===== src/rtl/regfile_dump_reader.sv =====
// Streams a contiguous range of register-file words out over a valid/ready port.
// The CPU pipeline is held for the whole dump so the range is a consistent snapshot.
module regfile_dump_reader #(
  parameter int DATA_WIDTH = 32,
  parameter int ADDR_WIDTH = 5
) (
  input  logic                  clk,
  input  logic                  reset,
  input  logic                  start,
  input  logic [ADDR_WIDTH-1:0] first_reg,
  input  logic [ADDR_WIDTH-1:0] last_reg,
  output logic [ADDR_WIDTH-1:0] rd_addr,
  input  logic [DATA_WIDTH-1:0] rd_data,
  output logic                  out_valid,
  input  logic                  out_ready,
  output logic [DATA_WIDTH-1:0] out_data,
  output logic [ADDR_WIDTH-1:0] out_addr,
  output logic                  out_last,
  output logic                  busy,
  output logic                  hold_cpu,
  output logic                  done,
  output logic                  err
);

  typedef enum logic [1:0] {IDLE, READ, SEND, DONE} state_t;

  state_t                  state_q;
  logic [ADDR_WIDTH-1:0]   cur_q, lst_q, cur_d;
  logic [DATA_WIDTH-1:0]   out_data_q;
  logic [ADDR_WIDTH-1:0]   out_addr_q;
  logic                    out_valid_q, out_last_q;
  logic                    done_q, err_q;

  // Stream handshake: a word moves on a rising edge where out_valid and
  // out_ready are both high; the word is held stable until that edge.
  assign cur_d = cur_q + 1'b1;

  always_ff @(posedge clk or negedge reset) begin
    if (!reset) begin
      state_q     <= IDLE;
      cur_q       <= '0;
      lst_q       <= '0;
      out_data_q  <= '0;
      out_addr_q  <= '0;
      out_valid_q <= 1'b0;
      out_last_q  <= 1'b0;
      done_q      <= 1'b0;
      err_q       <= 1'b0;
    end else begin
      done_q <= 1'b0;
      err_q  <= 1'b0;
      case (state_q)
        IDLE: begin
          if (start) begin
            cur_q <= first_reg;
            lst_q <= last_reg;
            if (first_reg <= last_reg) begin
              state_q <= READ;
            end else begin
              state_q <= DONE;
              done_q  <= 1'b1;
              err_q   <= 1'b1;
            end
          end
        end
        READ: begin
          out_data_q  <= rd_data;
          out_addr_q  <= cur_q;
          out_last_q  <= (cur_q == lst_q);
          out_valid_q <= 1'b1;
          state_q     <= SEND;
        end
        SEND: begin
          if (out_valid_q && out_ready) begin
            out_valid_q <= 1'b0;
            out_last_q  <= 1'b0;
            // Compare before incrementing so a range ending at the top address never wraps.
            if (cur_q == lst_q) begin
              state_q <= DONE;
              done_q  <= 1'b1;
            end else begin
              cur_q   <= cur_d;
              state_q <= READ;
            end
          end
        end
        DONE: begin
          state_q <= IDLE;
        end
        default: begin
          state_q <= IDLE;
        end
      endcase
    end
  end

  assign rd_addr   = (state_q == IDLE) ? '0 : cur_q;
  assign out_valid = out_valid_q;
  assign out_data  = out_data_q;
  assign out_addr  = out_addr_q;
  assign out_last  = out_last_q;
  assign busy      = (state_q != IDLE);
  assign hold_cpu  = (state_q != IDLE);
  assign done      = done_q;
  assign err       = err_q;

endmodule


===== config.mk =====
export PLATFORM = sky130hd
export DESIGN_NAME = regfile_dump_reader
export DESIGN_NICKNAME = d
export VERILOG_FILES = /design/src/rtl/regfile_dump_reader.sv
export SDC_FILE = /design/constraint.sdc
export NUM_CORES = 1
export LEC_CHECK = 0
export BUFFER_PORTS_ARGS = -buffer_cell sky130_fd_sc_hd__buf_2
export CAP_MARGIN = 20
export CORE_MARGIN = 2
export CORE_UTILIZATION = 35
export DETAILED_ROUTE_END_ITERATION = 8
export MAX_ROUTING_LAYER = met4
export PLACE_DENSITY = 0.7
export SYNTH_ARGS = -nofsm -noshare
export SYNTH_HDL_FRONTEND = slang
export SYNTH_SLANG_ARGS = --single-unit

===== constraint.sdc =====
create_clock -name clk -period 2.1 [get_ports clk]
set_clock_uncertainty 0.15 [all_clocks]
set_input_delay 0.42 -clock clk [delete_from_list [all_inputs] [get_ports clk]]
set_output_delay 0.42 -clock clk [all_outputs]
set_load 0.02 [all_outputs]

Word-level counts from Yosys, hierarchy flattened --
Cells that the tools add are included. W data, S select, Z words.
Word-level totals: flip-flop bits (word level) 53, input bits 46, output and inout bits 48, logic and storage cells 46
Cells by class: add/sub/neg operators 1, magnitude comparators 1, equality and inequality tests 7, mux-type cells 19, reduce and logical (&&, ||, !) cells 9
Operator list (count):
- $mux W5 | 4
- $pmux W5 S2 | 1
- $mux W2 | 4
- $pmux W2 S4 | 1
- $mux W1 | 6
- $ne A2 B2 Y1 const B | 3
- $pmux W1 S2 | 3
- $reduce_and A2 Y1 | 3
- $reduce_bool A2 Y1 | 3
- $add A5 B1 Y5 const B | 1
- $eq A5 B5 Y1 | 1
- $le A5 B5 Y1 | 1
- $eq A2 B2 Y1 const B | 2
- $reduce_and A4 Y1 | 1
- $eq A2 B1 Y1 const B | 1
- $logic_not A2 Y1 | 1
- $logic_and A1 B1 Y1 | 1

Logic depth before layout (Yosys ltp) --
Gate-level depths: netlist (run 1).
word-level depth 4, mapped depth 6, depth with buffers taken out 6

Worst setup path after synthesis (run 1) --
Ideal clock, no wire load.
kind register -> register, from reg cur_q[4], to reg cur_q[1], library setup time 125 ps, arrival time 1418 ps, required time 1825 ps, slack 407 ps, stages on the path, launching flop included 5, buffers on the path 0, path through dfrtp_1 -> xor2_1 -> or3b_1 -> o21ai_1 -> mux2_2
On the way: cells in the longest elaborated chain, start to end 3
Ends and longest elaborated chain:
- from (decl) | RTL line 28 | logic [ADDR_WIDTH-1:0] cur_q, lst_q, cur_d;
- from (signal assigned) | RTL line 55 | cur_q <= first_reg;
- from (signal assigned) | RTL line 82 | cur_q <= cur_d;
- $eq A5 B5 Y1 | RTL line 78 | if (cur_q == lst_q) begin
- $ne A2 B2 Y1 (no source line)
- $reduce_and A4 Y1 (no source line)
No other way between the ends. A chain may end at the register's enable or synchronous reset.

Worst setup path in the final report (run 1) --
from reg state_q[1], to out busy
On the way: cells in the longest elaborated chain, start to end 1
Ends and longest elaborated chain:
- from (decl) | RTL line 27 | state_t state_q;
- from (signal assigned) | RTL line 40 | state_q <= IDLE;
- from (signal assigned) | RTL line 58 | state_q <= READ;
- from (signal assigned) | RTL line 60 | state_q <= DONE;
- $reduce_bool A2 Y1 | RTL line 102 | assign busy = (state_q != IDLE);
- to (decl) | RTL line 19 | output logic busy,
No other way between the ends.

==> out/metrics.cfg, run 1 <==
[critical_path]
crit_buf_inv = 2
crit_path_start_kind = flop
cp.arrival_ns = 1.42
crit_cells = 3
cp_max_fo = 13
critPathTopFamily = flip-flops
crit_path_max_incr_delay_ns = 0.51
r2r_cells = 4
crit_type = reg -> out
required_ns = 1.53
crit_path_cell_trace = nor2_2, inv_1, buf_2
crit_slowest_cell = dfrtp_2
setup.worst_path.end_class = output pin

[flow_run]
cap_violations = 0

[floorplan]
row_count = 30
start_util_pct = 35.9
core-area_um2 = 6760
die-height_um = 87.3
dieArea_um2 = 7620
die_x_um = 87.3
boundaryPins = 94

[yosys]
netlist_instances = 193
synthTopCellsByArea = dfrtp_1 55%, mux2_2 20%, ha_1 3.1%, nor2b_1 2.1%, buf_2 1.9%
ys_types = 34
synth_edf_count = 0
seq_area_frac_synth_pct = 54.6
synthesis.area_um2 = 2430
synth_top_area_share_pct = 54.6
ys_warn_count = 0
ys_ff_latch = 53
syn_nets = 245
async_reset_ff_share_pct = 100
syn_area_per_cell_um2 = 12.6
yosysTopAreaCell = dfrtp_1
synth_ff_type = dfrtp_1

[timing]
layout_min_cycle_time_ns = 1.99
finalSetupTns_ns = 0
final-setup-viol-count = 0
maxClockFrequency_mhz = 503
post-route-period-util_pct = 94.7
max_slew_margin_pct = 72.8
final_hold_viol_count = 0
drv_slew = 0
rsz0062_at_grt = false
worst_pin_slew_ns = 0.408

[final_layout]
area_growth_pct = 27.2
diodes = 0
nets = 338
fin_util_pct = 45.7
drive_gt1_share_pct = 52.8

[global_route]
antenna_found_initial = 0
gr-total-overflow = 0
grt_pass1_vias = 1680
grt_max_degree = 54
grtUsageTotal_pct = 14.3
grt_pass1_wl_mm = 8.14

[cts]
cts_max_path_buffers = 2
cts.sinks = 53
cts_buffers = 5
cts_root_buf = clkbuf_8
htree_levels = 2
clk_pin_slew_worst_paths_ns = 0.09
cts_tree = done
clk_latency_ns = 0.30

[drt]
ant_nets = 0
vias = 1764
firstDrtPassIters = 4
drc = 0
wl_per_cell_um = 13.7
avgViaCountPerCell = 4.82
routed_wl_mm = 5.00
drtIter0Drc = 46

[placement]
port_buffers = 93
dp_hpwl_mm = 3.83
gp_congestion = 0.885

[power_and_ir_drop]
leakagePower_nw = 1.48
vdd_drop_max_uv = 722
power_density_nw_per_um2 = 1660

[worst_hold_path]
holdPathStages = 2
hold_path.class = in -> reg

[run_status]
status = complete, no violations

## metal layers
metal  vias up  track usage (%)  wire (µm)
met5         -                -          0
met4         0             4.90         75
met3         8             3.51        353
met2        71             22.2       2310
met1       819             18.3       2260
li1        866                -          -
## area by class of cell
class,count,area (µm²)
flip-flops and latches,53,1330
well taps,80,100
inverters,11,41.3
multi-input cells,118,1000
fillers,657,3670
repair buffers,97,510
clock inverters,2,35.0
clock buffers,5,68.8
## Yosys cell counts (2+ instances only)
cell,instances
xnor2_1,3
mux2_2,44
xor2_1,2
nand2_1,4
ha_1,6
nor2_1,4
and2_1,3
nor2b_1,8
nand4_1,3
nand3_1,4
o221ai_1,2
nand2b_1,3
o21ai_0,6
dfrtp_1,53
a21oi_1,7
inv_1,10
o211ai_1,5
nor3_1,2
buf_2,9
## kinds of logic (layout without fill, tap and decap cells)
kind of cell | after synthesis | in the layout | synth area share [%]
multiplexers | 44 | 44 | 20.4
XOR/XNOR | 5 | 5 | 1.80
flip-flops | 53 | 53 | 54.6
buffers and inverters | 22 | 115 | 4.33
AO/OA/AOI/OAI | 27 | 27 | 7.32
adder cells (fa/ha/maj) | 6 | 6 | 3.09
AND/OR/NAND/NOR | 36 | 36 | 8.45
## worst paths after layout
kind,start,endpoint,slack (ns)
worst min register to register,out_data[7],out_data[7],0.36
max in group asynchronous,reset,cur_q[3],1.07
min in group asynchronous,reset,cur_q[0],0.48
worst min-delay path,rd_data[3],out_data[3],0.19
worst max register to register,cur_q[2],cur_q[1],0.25
worst max-delay path,state_q[1],busy,0.11
## stage by stage
step	std cells	power (mW)	hold slack, ns	setup slack [ns]	cell area (µm²)
floorplan	193	3.74	-0.0256	0.407	2430
global placement	358	4.45	0.281	0.275	2970
detailed placement	358	4.50	0.287	0.257	2970
CTS	366	5.19	0.178	0.0111	3090
global route	366	5.52	0.166	0.0144	3090
finish	366	5.11	0.189	0.112	3090
## what timing repair did
action,4_1_cts,5_1_grt
setup buffers,0,0
endpoints found under the setup margin,0,4
resized for setup,0,1
hold buffers,1,0
endpoints found under the hold margin,53,0
## flip-flops by register name, indices dropped and copies added (netlist names)
signal,count
err,1
out_addr,5
cur_q,5
lst_q,5
out_valid,1
out_last,1
state_q,2
done,1
out_data,32
## power by group
group	internal (mW)	total, mW	switching (mW)
registers	1.54	1.90	0.368
logic	1.13	2.55	1.42
clock network	0.347	0.661	0.314
total	3.01	5.11	2.10
## worst reg2reg max path: cells and delay by family (launching register included)
family | cells | cell delay [ns]
DFF | 1 | 0.47
and+or+nand+nor | 1 | 0.42
muxes | 1 | 0.35
AOI/OAI and AO/OA | 1 | 0.17
xor gates and xnor gates | 1 | 0.19
## cell usage in the layout, fill, tap and decap left out, drive strengths merged, types with 4 or more instances in the layout
master	instances
a21oi	7
buf	96
clkbuf	5
dfrtp	53
ha	6
inv	11
mux2	44
nand2	4
nand3	4
nor2	5
nor2b	8
o211ai	5
o21ai	7
No activity file was read; power rests on OpenSTA's default activity.
==> run 2, diff against run 1 <==
--- a/config.mk
+++ b/config.mk
@@ -7,11 +7,10 @@
 export LEC_CHECK = 0
 export BUFFER_PORTS_ARGS = -buffer_cell sky130_fd_sc_hd__buf_2
 export CAP_MARGIN = 20
-export CORE_MARGIN = 2
-export CORE_UTILIZATION = 35
+export CORE_UTILIZATION = 48
 export DETAILED_ROUTE_END_ITERATION = 8
 export MAX_ROUTING_LAYER = met4
-export PLACE_DENSITY = 0.7
+export PLACE_DENSITY = 0.88
 export SYNTH_ARGS = -nofsm -noshare
 export SYNTH_HDL_FRONTEND = slang
 export SYNTH_SLANG_ARGS = --single-unit
==> out/metrics.cfg, run 2 (synthesis gave the netlist of run 1 again) <==
[critical_path]
crit_buf_inv = 3
cp.arrival_ns = 1.43
crit_path_cell_trace = nor2_2, buf_4, inv_1, buf_2
required_ns = 1.53
crit_slowest_cell = dfrtp_2
setup.worst_path.end_class = output pin
crit_path_max_incr_delay_ns = 0.52
crit_path_start_kind = flop
crit_type = reg -> out
critPathTopFamily = flip-flops
cp_max_fo = 13

[global_route]
grt_max_degree = 54
grt_pass1_wl_mm = 7.79
grtUsageTotal_pct = 19.6
grt_pass1_vias = 1772
gr-total-overflow = 0
antenna_found_initial = 0

[cts]
cts_buffers = 5
cts_tree = done
clk_latency_ns = 0.31
cts.sinks = 53
clk_pin_slew_worst_paths_ns = 0.10
htree_levels = 2
cts_max_path_buffers = 2
cts_root_buf = clkbuf_8
cts_setup_buffers = 0

[final_layout]
area_growth_pct = 26.7
layoutNonFillerInstCount = 357
diodes = 0
fillers = 406
drive_gt1_share_pct = 53.1
final_common_cell = buf_2
layout_common_cells = 93 x buf_2, 52 x dfrtp_1, 44 x mux2_2
largest_reg_flops = 32
nets = 341
multiInputGateArea_um2 = 1000
regArea_um2 = 1330

[floorplan]
die-height_um = 73.1
boundaryPins = 94
row_count = 25
dieArea_um2 = 5350
start_util_pct = 50.7
die_x_um = 73.1
core-area_um2 = 4790

[timing]
rsz0062_at_grt = false
drv_slew = 0
worst_pin_slew_ns = 0.374
final-setup-viol-count = 0
maxClockFrequency_mhz = 499
layout_min_cycle_time_ns = 2.00
max_slew_margin_pct = 75.0
final_hold_viol_count = 0
post-route-period-util_pct = 95.4
finalSetupTns_ns = 0

[run_status]
status = complete, no violations

[drt]
routed_wl_mm = 4.83
drc = 0
firstDrtPassIters = 4
wl_per_cell_um = 13.5
ant_nets = 0
vias = 1839
drtIter0Drc = 58
avgViaCountPerCell = 5.15

[placement]
place_inst = 348
port_buffers = 93
dp_hpwl_mm = 3.61
gp_congestion = 0.927

[power_and_ir_drop]
vdd_drop_max_uv = 860
power_density_nw_per_um2 = 1650
leakagePower_nw = 1.49

[flow_run]
cap_violations = 0

[worst_hold_path]
hold_path.class = in -> reg

## run 2: cell count changes in the layout (fill, tap and decap cells not counted), sizes merged
| cell | before | now |
|---|---|---|
| buf | 96 | 99 |
| bufinv | 1 | 0 |
| clkbuf | 5 | 6 |
| inv | 11 | 12 |
## run 2: timing repair
item                                    CTS  global route
gates resized for setup                   1             0
endpoints found under the setup margin    2             0
hold buffers                              1             0
endpoints found under the hold margin    53             0
## run 2: report_power, final
| part | total, mW | leakage, nW | internal, mW | switching [mW] |
|---|---|---|---|---|
| clock | 0.562 | 0.0456 | 0.238 | 0.324 |
| combinational | 2.59 | 0.809 | 1.17 | 1.43 |
| sequential | 1.91 | 0.632 | 1.54 | 0.371 |
## run 2: layer usage
| metal | up-vias | part of all wire (%) | track usage (%) |
|---|---|---|---|
| met2 | 66 | 51 | 33.3 |
| met3 | 6 | 5.9 | 4.83 |
| met1 | 896 | 42 | 23.4 |
| met5 | - | 0 | - |
| met4 | 0 | 0.99 | 4.58 |
| li1 | 871 | - | - |
## run 2: worst paths after layout
| path | startpoint | end | slack [ns] | cells past startpoint |
|---|---|---|---|---|
| setup / recovery | state_q[1] | hold_cpu | 0.1 | 4 |
| hold / removal | rd_data[1] | out_data[1] | 0.18 | 2 |
| setup reg to reg | cur_q[4] | cur_q[1] | 0.27 | 4 |
| hold reg to reg | out_data[21] | out_data[21] | 0.36 | 1 |
| max in group asynchronous | reset | cur_q[2] | 1.08 | 3 |
| min in group asynchronous | reset | out_data[4] | 0.48 | 3 |
## run 2: stage by stage
stage               area [µm²]  setup WS, ns  hold slack, ns  total power, mW  util, %
floorplan                 2430         0.407         -0.0256             3.74        -
global placement          2980         0.304           0.281             4.47     62.2
detailed placement        2980         0.283           0.285             4.54     62.2
CTS                       3080        0.0882           0.176             5.12     64.3
global route              3080        0.0413           0.171             5.41     64.3
finish                    3080        0.0961           0.184             5.06     64.3
## run 2: final cells by class
type | count | share of cell area, %
flip-flops and latches | 53 | 43.1
repair buffers | 100 | 17.3
well taps | 67 | 2.72
clock inverters | 2 | 0.447
inverters | 11 | 1.34
clock buffers | 6 | 2.36
multi-input cells | 118 | 32.7
==> run 3, diff against run 2 <==
==> constraint.sdc (replaced) <==
create_clock -name clk -period 2.2 [get_ports clk]
set_clock_uncertainty 0.15 [all_clocks]
set_input_delay 0.44 -clock clk [delete_from_list [all_inputs] [get_ports clk]]
set_output_delay 0.44 -clock clk [all_outputs]
set_load 0.02 [all_outputs]
==> out/metrics.cfg, run 3 (synthesis gave the netlist of run 1 again) <==
[floorplan]
die_x_um = 73.1
row_count = 25
start_util_pct = 50.7
die-height_um = 73.1
dieArea_um2 = 5350
boundaryPins = 94
core-area_um2 = 4790

[global_route]
grt_use_met3_pct = 4.56
globalRouteMet2Util_pct = 34.7
antenna_found_initial = 0
met1_usage_pct = 25.1
grtUsageTotal_pct = 20.7
gr-total-overflow = 0
grt_pass1_vias = 1737
grt.busiest_layer = met2
grt_max_degree = 29
grt_pass1_wl_mm = 8.02

[final_layout]
nets = 338
layout_common_cells = 93 x buf_2, 53 x dfrtp_1, 44 x mux2_2
final_common_cell = buf_2
diodes = 0
drive_gt1_share_pct = 52.8
fin_util_pct = 63.8
layoutNonFillerInstCount = 353
largest_reg_flops = 32
area_growth_pct = 25.8

[timing]
rsz0062_at_grt = false
max_slew_margin_pct = 59.9
layout_min_cycle_time_ns = 2.05
final-setup-viol-count = 0
drv_slew = 0
hold_ws_ns = -0.0161
post-route-period-util_pct = 93.1
worst_pin_slew_ns = 0.602
finalSetupTns_ns = 0
final_hold_viol_count = 23
maxClockFrequency_mhz = 488

[cts]
cts_hold_buf = 0
htree_levels = 2
cts_max_path_buffers = 2
cts_buffers = 5
cts_setup_buffers = 0
cts_resized = 0
cts.sinks = 53
clk_pin_slew_worst_paths_ns = 0.09
clk_latency_ns = 0.30
cts_root_buf = clkbuf_8
cts_tree = done

[drt]
vias = 1818
drtIter0Drc = 35
drc = 0
ant_nets = 0
wl_per_cell_um = 14.2
routed_wl_mm = 5.03
firstDrtPassIters = 4
avgViaCountPerCell = 5.15

[placement]
port_buffers = 93
place_inst = 346
dp_hpwl_mm = 3.84
gp_congestion = 0.928

[run_status]
status = finished, violations left
violations = negative hold slack

[critical_path]
crit_path_start_kind = flop
r2r_slack_ns = 0.31
setup.worst_path.end_class = output pin
cp_max_fo = 13
r2r-start = cur_q[2]
crit_type = reg -> out
crit_slowest_cell = dfrtp_1
required_ns = 1.61
crit_start = state_q[1]
crit_path_max_incr_delay_ns = 0.54
cp.arrival_ns = 1.46
crit_path_cell_trace = nor2_2, inv_1, buf_2

[power_and_ir_drop]
vdd_drop_max_uv = 723
power_density_nw_per_um2 = 1580
totalPowerFinal_mw = 4.83
leakagePower_nw = 1.47

[flow_run]
cap_violations = 0

[worst_hold_path]
hold_path.class = in -> async

run 3: final cells by class:
cell class	instances	area (µm²)
clock inverters	1	7.51
repair buffers	97	508
well taps	67	83.8
flip-flops and latches	53	1330
clock buffers	6	82.6
multi-input cells	118	1000
fillers	384	1730
inverters	11	41.3
run 3: path summary, 6_finish.rpt:
| check | end | cells after the start |
|---|---|---|
| setup / recovery | busy | 3 |
| hold / removal | out_addr[1] | 1 |
| setup reg to reg | cur_q[1] | 4 |
| hold reg to reg | out_data[15] | 1 |
| max in group asynchronous | out_data[19] | 2 |
| min in group clk | out_data[10] | 2 |
run 3: metal layers:
| metal | share of wire (%) | vias to the layer above |
|---|---|---|
| met1 | 43 | 872 |
| met3 | 5.3 | 6 |
| met2 | 50 | 74 |
| li1 | - | 866 |
| met5 | 0 | - |
| met4 | 1.1 | 0 |
run 3: worst max-delay path: cells and delay by family (launching register included):
family | cells | cell delay, ns
flops | 1 | 0.54
simple gates | 1 | 0.35
buf+inv | 2 | 0.27
run 3: power by group:
part / internal, mW / leakage [nW] / total, mW / switching [mW]
Clock: 0.249 / 0.0433 / 0.557 / 0.307
Sequential: 1.46 / 0.633 / 1.82 / 0.351
Combinational: 1.09 / 0.796 / 2.46 / 1.38
Total: 2.80 / 1.47 / 4.83 / 2.03
run 3: metrics by stage:
stage	worst slack [ns]	cell area, µm²
finish	0.152	3050
global route	0.0849	3050
CTS	0.153	3050
detailed placement	0.320	2960
global placement	0.340	2960
floorplan	0.507	2430
